## src/rtl/ai_host_sequencer_if.sv

```systemverilog
// Register bus between ai_host_sequencer (master) and the AI targeting engine's 64-bit slave.
// Standard wait-request handshake: a transfer completes on a cycle with strobe=1 and waitrequest=0.
interface ai_host_sequencer_if;
    logic [2:0]  av_addr;
    logic        av_write;
    logic        av_read;
    logic [63:0] av_writedata;
    logic        av_waitrequest;
    logic [63:0] av_readdata;

    modport master (
        output av_addr, av_write, av_read, av_writedata,
        input  av_waitrequest, av_readdata
    );

    modport slave (
        input  av_addr, av_write, av_read, av_writedata,
        output av_waitrequest, av_readdata
    );
endinterface

```

## src/rtl/ai_host_sequencer.sv

```systemverilog
// Bus-master sequencer: writes board words, ship mask and start word, then reads the target index.
// Optional per-transfer stall timeout is compiled in with `define AI_TIMEOUT_EN.
module ai_host_sequencer #(
`ifdef AI_TIMEOUT_EN
    parameter int TIMEOUT_CYCLES = 1024,
`endif
    parameter int NUM_WORDS = 4,
    parameter int SHIP_W    = 5,
    parameter int IDX_W     = 7
) (
    input  logic                      clock,
    input  logic                      reset,
    input  logic                      req,
    input  logic [64*NUM_WORDS-1:0]   board,
    input  logic [SHIP_W-1:0]         ships,
    output logic                      busy,
    output logic                      done,
    output logic [IDX_W-1:0]          result,
    output logic                      err,
    ai_host_sequencer_if.master       bus
);
    localparam int              CNT_W     = (NUM_WORDS > 1) ? $clog2(NUM_WORDS) : 1;
    localparam logic [CNT_W-1:0] LAST_WORD = CNT_W'(NUM_WORDS - 1);
    localparam logic [2:0]      SHIP_ADDR = 3'(NUM_WORDS + 1);

    typedef enum logic [2:0] {
        IDLE,
        WR_BOARD,
        WR_SHIPS,
        WR_START,
        RD_RES
    } state_t;

    state_t                  state, state_n;
    logic [CNT_W-1:0]        word_cnt, word_cnt_n;
    logic                    write_q, write_n;
    logic                    read_q, read_n;
    logic [2:0]              addr_q, addr_n;
    logic [63:0]             wdata_q, wdata_n;
    logic                    busy_n, done_n;
    logic [IDX_W-1:0]        result_n;
    logic                    accept;
    logic                    xfer_done;
    logic [64*NUM_WORDS-1:0] board_q;
    logic [SHIP_W-1:0]       ships_q;
    logic                    unused_readdata;

    assign xfer_done       = (write_q | read_q) & ~bus.av_waitrequest;
    assign unused_readdata = ^bus.av_readdata[63:IDX_W];

    assign bus.av_write     = write_q;
    assign bus.av_read      = read_q;
    assign bus.av_addr      = addr_q;
    assign bus.av_writedata = wdata_q;

`ifdef AI_TIMEOUT_EN
    localparam int              STALL_W    = $clog2(TIMEOUT_CYCLES + 1);
    localparam logic [STALL_W-1:0] STALL_LAST = STALL_W'(TIMEOUT_CYCLES - 1);

    logic [STALL_W-1:0] stall_cnt, stall_n;
    logic               err_q, err_n;

    assign err = err_q;
`else
    assign err = 1'b0;
`endif

    // NOTE: every signal written here gets a default first, so no path can leave it
    // unassigned and infer a latch; blocking '=' is correct inside combinational logic.
    always_comb begin
        state_n    = state;
        word_cnt_n = word_cnt;
        write_n    = write_q;
        read_n     = read_q;
        addr_n     = addr_q;
        wdata_n    = wdata_q;
        busy_n     = busy;
        done_n     = 1'b0;
        result_n   = result;
        accept     = 1'b0;
`ifdef AI_TIMEOUT_EN
        err_n      = err_q;
        stall_n    = '0;
`endif

        case (state)
            IDLE: begin
                if (req) begin
                    accept     = 1'b1;
                    state_n    = WR_BOARD;
                    busy_n     = 1'b1;
                    word_cnt_n = '0;
                end
            end
            WR_BOARD: begin
                // First cycle after acceptance raises the strobe for word 0.
                if (!write_q) begin
                    write_n = 1'b1;
                    addr_n  = 3'(word_cnt) + 3'd1;
                    wdata_n = board_q[64*int'(word_cnt) +: 64];
                end else if (xfer_done) begin
                    if (word_cnt == LAST_WORD) begin
                        state_n    = WR_SHIPS;
                        word_cnt_n = '0;
                        addr_n     = SHIP_ADDR;
                        wdata_n    = 64'(ships_q);
                    end else begin
                        word_cnt_n = word_cnt + 1'b1;
                        addr_n     = 3'(word_cnt_n) + 3'd1;
                        wdata_n    = board_q[64*int'(word_cnt_n) +: 64];
                    end
                end
            end
            WR_SHIPS: begin
                if (xfer_done) begin
                    state_n = WR_START;
                    addr_n  = 3'd0;
                    wdata_n = 64'd1;
                end
            end
            WR_START: begin
                if (xfer_done) begin
                    state_n = RD_RES;
                    write_n = 1'b0;
                    read_n  = 1'b1;
                    addr_n  = 3'd0;
                    wdata_n = '0;
                end
            end
            RD_RES: begin
                if (xfer_done) begin
                    state_n  = IDLE;
                    read_n   = 1'b0;
                    result_n = bus.av_readdata[IDX_W-1:0];
                    done_n   = 1'b1;
                    busy_n   = 1'b0;
`ifdef AI_TIMEOUT_EN
                    err_n    = 1'b0;
`endif
                end
            end
            default: begin
                state_n = IDLE;
                write_n = 1'b0;
                read_n  = 1'b0;
                busy_n  = 1'b0;
            end
        endcase

`ifdef AI_TIMEOUT_EN
        // Consecutive stall cycles of the current transfer; abort overrides the FSM.
        if ((write_q | read_q) && bus.av_waitrequest) begin
            if (stall_cnt == STALL_LAST) begin
                state_n    = IDLE;
                word_cnt_n = '0;
                write_n    = 1'b0;
                read_n     = 1'b0;
                addr_n     = 3'd0;
                wdata_n    = '0;
                busy_n     = 1'b0;
                done_n     = 1'b1;
                err_n      = 1'b1;
                result_n   = '1;
            end else begin
                stall_n = stall_cnt + 1'b1;
            end
        end
`endif
    end

    // NOTE: sequential state uses non-blocking '<=' so every register samples
    // the pre-edge values, independent of statement order.
    always_ff @(posedge clock or posedge reset) begin
        if (reset) begin
            state    <= IDLE;
            word_cnt <= '0;
            write_q  <= 1'b0;
            read_q   <= 1'b0;
            addr_q   <= 3'd0;
            wdata_q  <= '0;
            busy     <= 1'b0;
            done     <= 1'b0;
            result   <= '0;
`ifdef AI_TIMEOUT_EN
            err_q     <= 1'b0;
            stall_cnt <= '0;
`endif
        end else begin
            state    <= state_n;
            word_cnt <= word_cnt_n;
            write_q  <= write_n;
            read_q   <= read_n;
            addr_q   <= addr_n;
            wdata_q  <= wdata_n;
            busy     <= busy_n;
            done     <= done_n;
            result   <= result_n;
`ifdef AI_TIMEOUT_EN
            err_q     <= err_n;
            stall_cnt <= stall_n;
`endif
        end
    end

    // NOTE: the query snapshot is plain data storage, only read after a load, so it
    // carries no reset and maps onto cheap non-reset flops.
    always_ff @(posedge clock) begin
        if (accept) begin
            board_q <= board;
            ships_q <= ships;
        end
    end
endmodule

```

## src/flat_wrapper.sv

```systemverilog
// flat-port wrapper written by rule: the top's interface ports become plain ports
module ai_host_sequencer_flat 
#(

    parameter int NUM_WORDS = 4,
    parameter int SHIP_W    = 5,
    parameter int IDX_W     = 7
)
  (clock, reset, req, board, ships, busy, done, result, err, bus_av_addr, bus_av_write, bus_av_read, bus_av_writedata, bus_av_waitrequest, bus_av_readdata);
  ai_host_sequencer_if bus_i ();
  input  logic clock;
  input  logic reset;
  input  logic req;
  input  logic [64*NUM_WORDS-1:0] board;
  input  logic [SHIP_W-1:0] ships;
  output logic busy;
  output logic done;
  output logic [IDX_W-1:0] result;
  output logic err;
  output wire logic [$bits(bus_i.av_addr)-1:0] bus_av_addr;
  output wire logic [$bits(bus_i.av_write)-1:0] bus_av_write;
  output wire logic [$bits(bus_i.av_read)-1:0] bus_av_read;
  output wire logic [$bits(bus_i.av_writedata)-1:0] bus_av_writedata;
  input wire logic [$bits(bus_i.av_waitrequest)-1:0] bus_av_waitrequest;
  input wire logic [$bits(bus_i.av_readdata)-1:0] bus_av_readdata;
  assign bus_av_addr = bus_i.av_addr;
  assign bus_av_write = bus_i.av_write;
  assign bus_av_read = bus_i.av_read;
  assign bus_av_writedata = bus_i.av_writedata;
  assign bus_i.av_waitrequest = bus_av_waitrequest;
  assign bus_i.av_readdata = bus_av_readdata;
  ai_host_sequencer #(.NUM_WORDS(NUM_WORDS), .SHIP_W(SHIP_W), .IDX_W(IDX_W)) u_core (.clock(clock), .reset(reset), .req(req), .board(board), .ships(ships), .busy(busy), .done(done), .result(result), .err(err), .bus(bus_i));
endmodule
```

## config.mk

```make
export PLATFORM = sky130hd
export DESIGN_NAME = ai_host_sequencer_flat
export DESIGN_NICKNAME = d
export VERILOG_FILES = /design/src/rtl/ai_host_sequencer_if.sv /design/src/rtl/ai_host_sequencer.sv /design/src/flat_wrapper.sv
export SDC_FILE = /design/constraint.sdc
export NUM_CORES = 1
export LEC_CHECK = 0
export CAP_MARGIN = 25
export CORE_ASPECT_RATIO = 1.4
export CORE_UTILIZATION = 44
export DETAILED_ROUTE_END_ITERATION = 6
export PLACE_DENSITY = 0.89
export SLEW_MARGIN = 10
export SYNTH_ARGS = -nofsm -noshare
export SYNTH_HDL_FRONTEND = slang
export SYNTH_SLANG_ARGS = --single-unit
```

## constraint.sdc

```tcl
create_clock -name clock -period 7.27 [get_ports clock]
set_input_delay 1.454 -clock clock [delete_from_list [all_inputs] [get_ports clock]]
set_output_delay 1.454 -clock clock [all_outputs]
set_load 0.005 [all_outputs]
```

=== After elaboration in Yosys (flattened, before gate mapping) ===
Index checks and enable logic that the tools add are counted.
W data, S select, Z words.

* Bits in registers: 344
* Input port bits: 329
* Logic and storage cells: 85

* Shift operators: 2
* $add $sub $neg: 3
* Reduce and logical (&&, ||, !) cells: 16
* Eq/ne operators: 14
* Bitwise gates (word level): 6
* Mux-type cells: 33

{| class="wikitable"
|+ Operators with widths
! cell !! count
|-
| $shiftx A256 B9 Y64 || 2
|-
| $mux W64 || 5
|-
| $pmux W64 S3 || 1
|-
| $mux W3 || 10
|-
| $pmux W3 S5 || 1
|-
| $ne A2 B1 Y1 const B || 7
|-
| $pmux W1 S3 || 3
|-
| $reduce_and A3 Y1 || 3
|-
| $reduce_or A3 Y1 || 3
|-
| $mux W2 || 4
|-
| $reduce_and A4 Y1 || 2
|-
| $mux W1 || 7
|-
| $reduce_and A7 Y1 || 1
|-
| $add A2 B1 Y3 const B || 2
|-
| $eq A3 B2 Y1 const B || 2
|-
| $pmux W3 S2 || 1
|-
| $not A1 Y1 || 4
|-
| $pmux W2 S2 || 1
|-
| $reduce_and A2 Y1 || 2
|-
| $reduce_bool A2 Y1 || 2
|-
| $eq A3 B1 Y1 const B || 1
|-
| $eq A3 B3 Y1 const B || 1
|-
| $logic_not A3 Y1 || 1
|-
| $ne A3 B3 Y1 const B || 1
|-
| 7 further kinds || 7
|}

=== Depth between registers and ports, before layout ===
* Word-level depth: 6
* Gate-level depth with buffers: 10
* Mapped depth without buffers: 5

=== Worst setup path after synthesis ===
No wires, ideal clock.

* Path kind: input to register
* From: input req
* To: register u_core.board_q[0] (enable)
* Path slack: -0.834 ns
* Arrival time: 7.448 ns
* Setup time: 0.657 ns
* Cell stages on the path: 1
* Path buffers: 0
* Cells stage by stage: and3_1

* Word-level cells in the longest chain between the ends: 2

{| class="wikitable"
|+ Ends and longest elaborated chain
! element !! RTL line !! RTL
|-
| from (decl) || flat_wrapper.sv:13 || <nowiki>input logic req;</nowiki>
|-
| $mux W1 || ai_host_sequencer.sv:88 || <nowiki>if (req) begin</nowiki>
|-
| $mux W1 || ai_host_sequencer.sv:86 || <nowiki>case (state)</nowiki>
|-
| to (signal assigned) || ai_host_sequencer.sv:209 || <nowiki>board_q <= board;</nowiki>
|-
| to (decl) || ai_host_sequencer.sv:44 || <nowiki>logic [64*NUM_WORDS-1:0] board_q;</nowiki>
|}

No other way between the ends.
A chain may end at the register's enable or synchronous reset.

=== Worst setup path in the final report ===
* From: input bus_av_waitrequest
* To: register u_core.addr_q[0] (netlist: u_core.bus.av_addr[0])

* Word-level cells in the longest chain between the ends: 4

{| class="wikitable"
|+ Ends and longest elaborated chain
! element !! RTL line !! RTL
|-
| from (decl) || flat_wrapper.sv:24 || <nowiki>input wire logic [$bits(bus_i.av_waitrequest)-1:0] bus_av_waitrequest;</nowiki>
|-
| $not A1 Y1 * || ai_host_sequencer.sv:48 || <nowiki>assign xfer_done = (write_q | read_q) & ~bus.av_waitrequest;</nowiki>
|-
| $and A1 B1 Y1 * || ai_host_sequencer.sv:48 ||
|-
| $ne A3 B3 Y1 (no source line) or $ne A2 B1 Y1 (tied branches) || -- ||
|-
| $reduce_and A3 Y1 (no source line) * || -- ||
|-
| to (signal assigned) || ai_host_sequencer.sv:193 || <nowiki>addr_q <= addr_n;</nowiki>
|-
| to (decl) || ai_host_sequencer.sv:38 || <nowiki>logic [2:0] addr_q, addr_n;</nowiki>
|}

Every way passes the cells marked *; elsewhere a longest branch is shown, timed or not.

==> results.txt <==
Among all flip-flop cells after synthesis, the most frequent one is sky130_fd_sc_hd__edfxtp_1. The run finished with clean final reports. The number of nets handed over by synthesis was 1082. The synthesized design contains 344 register bits. The worst supply voltage drop on vdd is 0.260 mV. The final count of hold timing violations was 0.

The met2 track demand over resource is 39.1%. The maximum clock frequency is 0.276 GHz. Setup repair after global routing left no endpoint under its margin.

The setup clock skew after layout came out at 19.3 ps. The arrival time at the worst endpoint came out at 4020 ps. On the final layout, the worst hold slack is 490 ps. The proportion of synthesized flip-flops having asynchronous set or reset came out at 24.1%. The top cell types in the final layout, fill and taps aside, are 349 x sky130_fd_sc_hd__clkdlybuf4s50_1, 261 x sky130_fd_sc_hd__edfxtp_1, 120 x sky130_fd_sc_hd__mux4_2, 81 x sky130_fd_sc_hd__dfrtp_1.

The shortest clock period the worst path allows after layout came out at 3630 ps. The share of synthesized area occupied by flip-flops and latches came out at 66.8%. The synthesized area per cell came out at 19.8 µm². The pre-CTS worst setup slack is 3100 ps. The starting density of the core came out at 44.7%. The routed length per instance came out at 23.6 µm. Clock tree synthesis selected as its root buffer the cell sky130_fd_sc_hd__clkbuf_16. The total of cells resized after clock tree synthesis is 0. The number of sinks on the clock net came out at 344. For the pin with the worst max-slew slack, the measured transition is 903 ps. The fraction of layout cells with a size suffix above 1 is 19.4%.

The die is 157 µm wide. The number of enable flip-flop cells after synthesis came out at 261. The setup TNS after final layout is 0 ps. STA classifies the critical path endpoint as a flip-flop. The required arrival time at the worst endpoint is 7670 ps. The number of port buffers is 349.

The period utilization came out at 49.9%. Along the worst path, the maximum fanout reaches 39. The first detailed-routing pass ran for 5 iterations. The number of buffers added to fix hold violations after cts came out at 0. The global routing met1 resource utilization came out at 23.7%.

The critical path runs through a total of 5 cells. The via count of the first global-routing pass is 9799. The post-CTS setup-driven buffer insertion count is 0.

The clock-pin transition on the worst setup and hold timing paths came out at 60 ps. The min-delay analysis places its worst path in the category flip-flop to flip-flop. In this design, the stage delay of the slowest critical-path cell is 650 ps. The first routing iteration left 583 violations. At the end of the flow, the number of nets in the layout was 1424. Summed over all layers, the routed wires come to 37100 µm. The layout overhead on the synthesized area came out at 33.8%. The clock insertion delay at the later pin of the skew report is 530 ps. The residual antenna-violating net count after detailed routing came out at 0. The number of buffers created by CTS came out at 35.

TritonCTS built the clock tree. The setup path with the least slack is of type primary input to flip-flop. The total area inside the core boundary comes to 0.0332 mm². The number of buffers and inverters on the critical path came out at 2. The worst pin sits at a relative slew slack of 39.8%. The number of levels the H-tree was split into came out at 2. For the worst flop-to-flop path, the logic depth is 4.

The static power due to leakage is 6.91 nW. The final worst slack is 3640 ps. The number of pins exceeding their max-slew limit in the final report is 0. The number of maximum-capacitance constraint violations is 0. The worst hold path stage count came out at 1.

The routability congestion estimate from global placement came out at 0.842. The row count is 79. The critical path goes through clkdlybuf4s50_1, o21bai_1, a211o_2, buf_4, mux2_1. The height of the chip is 219 µm. The number of vias per cell after detailed routing came out at 5.70.

The unique cell type count in the Yosys netlist is 47. STA classifies the critical path startpoint as a primary input. The die covers 0.0345 mm². The initial antenna violation count is 6. The remaining global-route overflow came out at 0. The met3 demand-to-capacity share in global routing came out at 4.94%. The pin count of the biggest net entering global routing came out at 102. The power per cell area came out at 393 mW/mm². The maximum number of buffers from clock root to sink is 3. The total power of the final layout came out at 7.80 mW. The cell at the slowest stage of the critical path is sky130_fd_sc_hd__a211o_2.

The most common cell after layout, fill and taps aside is sky130_fd_sc_hd__clkdlybuf4s50_1. The first global-routing pass estimated 55500 µm of wire. The count of boundary I/O pins is 408. After detailed routing, the number of remaining DRC violations is 0.

The HPWL reported at the end of detailed placement is 25000 µm. The layer with the highest usage is met2. Across every metal layer, demand over resource in global routing totals 22.0%. The number of warning messages in the yosys log is 0. The overall via count from detail_route is 8932. Counting every instance in the synthesized netlist gives 751. The netlist area before placement is 0.0148 mm². The family with the most delay on the worst path is buffers and inverters. The number of failing setup endpoints in the final timing report is 0.
cell families (layout without fill, tap and decap cells):
group                    after synthesis  in the layout  share of synthesized area, %
adder cells (fa/ha/maj)                2              2                         0.169
multiplexers                         163            163                          21.3
AND/OR/NAND/NOR                       77             77                          3.24
AO/OA/AOI/OAI                        101            101                          6.00
flip-flops                           344            344                          66.8
buffers and inverters                 63            430                          2.44
other                                  1              6                        0.0253
final timing paths:
check / endpoint / slack (ps) / startpoint
hold / removal: u_core.bus.av_addr[2]$_DFFE_PP0P_ / 490 / u_core.bus.av_addr[2]$_DFFE_PP0P_
hold reg to reg: u_core.bus.av_addr[2]$_DFFE_PP0P_ / 490 / u_core.bus.av_addr[2]$_DFFE_PP0P_
setup / recovery: u_core.bus.av_addr[0]$_DFFE_PP0P_ / 3640 / bus_av_waitrequest
max in group asynchronous: u_core.word_cnt[0]$_DFFE_PP0P_ / 4660 / reset
setup reg to reg: u_core.bus.av_addr[0]$_DFFE_PP0P_ / 4290 / u_core.bus.av_write$_DFFE_PP0P_
min in group asynchronous: u_core.bus.av_writedata[49]$_DFFE_PP0P_ / 1320 / reset
where the power goes:
| part | internal (mW) | switching (mW) | total [mW] |
|---|---|---|---|
| Combinational | 1.71 | 1.27 | 2.98 |
| Sequential | 2.70 | 0.367 | 3.07 |
| Clock | 1.01 | 0.739 | 1.75 |
| Total | 5.43 | 2.38 | 7.80 |
metrics by stage:
step	cells	utilization, %	area, µm²
floorplan	751	-	14800
global placement	1498	56.3	18700
detailed placement	1501	56.4	18700
CTS	1563	59.8	19800
global route	1568	59.8	19900
finish	1568	59.8	19900
cell type report:
| class | count | area [µm²] |
|---|---|---|
| fillers | 2441 | 13400 |
| clock buffers | 44 | 920 |
| multi-input cells | 344 | 4600 |
| inverters | 7 | 28.8 |
| diodes | 5 | 12.5 |
| repair buffers | 361 | 3630 |
| well taps | 445 | 557 |
| clock inverters | 18 | 183 |
| flip-flops and latches | 344 | 9920 |
per-layer routing:
layer	vias up	wire length, µm
li1	3838	-
met1	4574	12600
met2	394	20100
met3	124	2350
met4	2	2020
met5	-	9
synth_stat cells, drive strengths merged (5+ instances only):
library cell / instances / area (µm²)
a22o: 17 / 149
inv: 7 / 26.3
mux4: 120 / 2700
nor2b: 6 / 37.5
nor2: 8 / 30.0
a221o: 45 / 450
buf: 39 / 273
mux2i: 17 / 170
and2: 45 / 282
a32o: 5 / 50.1
edfxtp: 261 / 7840
a21oi: 7 / 35.0
clkbuf: 17 / 63.8
mux2: 26 / 293
dfrtp: 83 / 2080
registers in the layout, summed over array words and instances (netlist names):
signal                   count
u_core.done                  1
u_core.result                7
u_core.bus.av_write          1
u_core.bus.av_read           1
u_core.ships_q               5
u_core.board_q             256
u_core.bus.av_writedata     64
u_core.state                 3
u_core.word_cnt              2
u_core.busy                  1
u_core.bus.av_addr           3
Power figures use the tool's default switching activity.
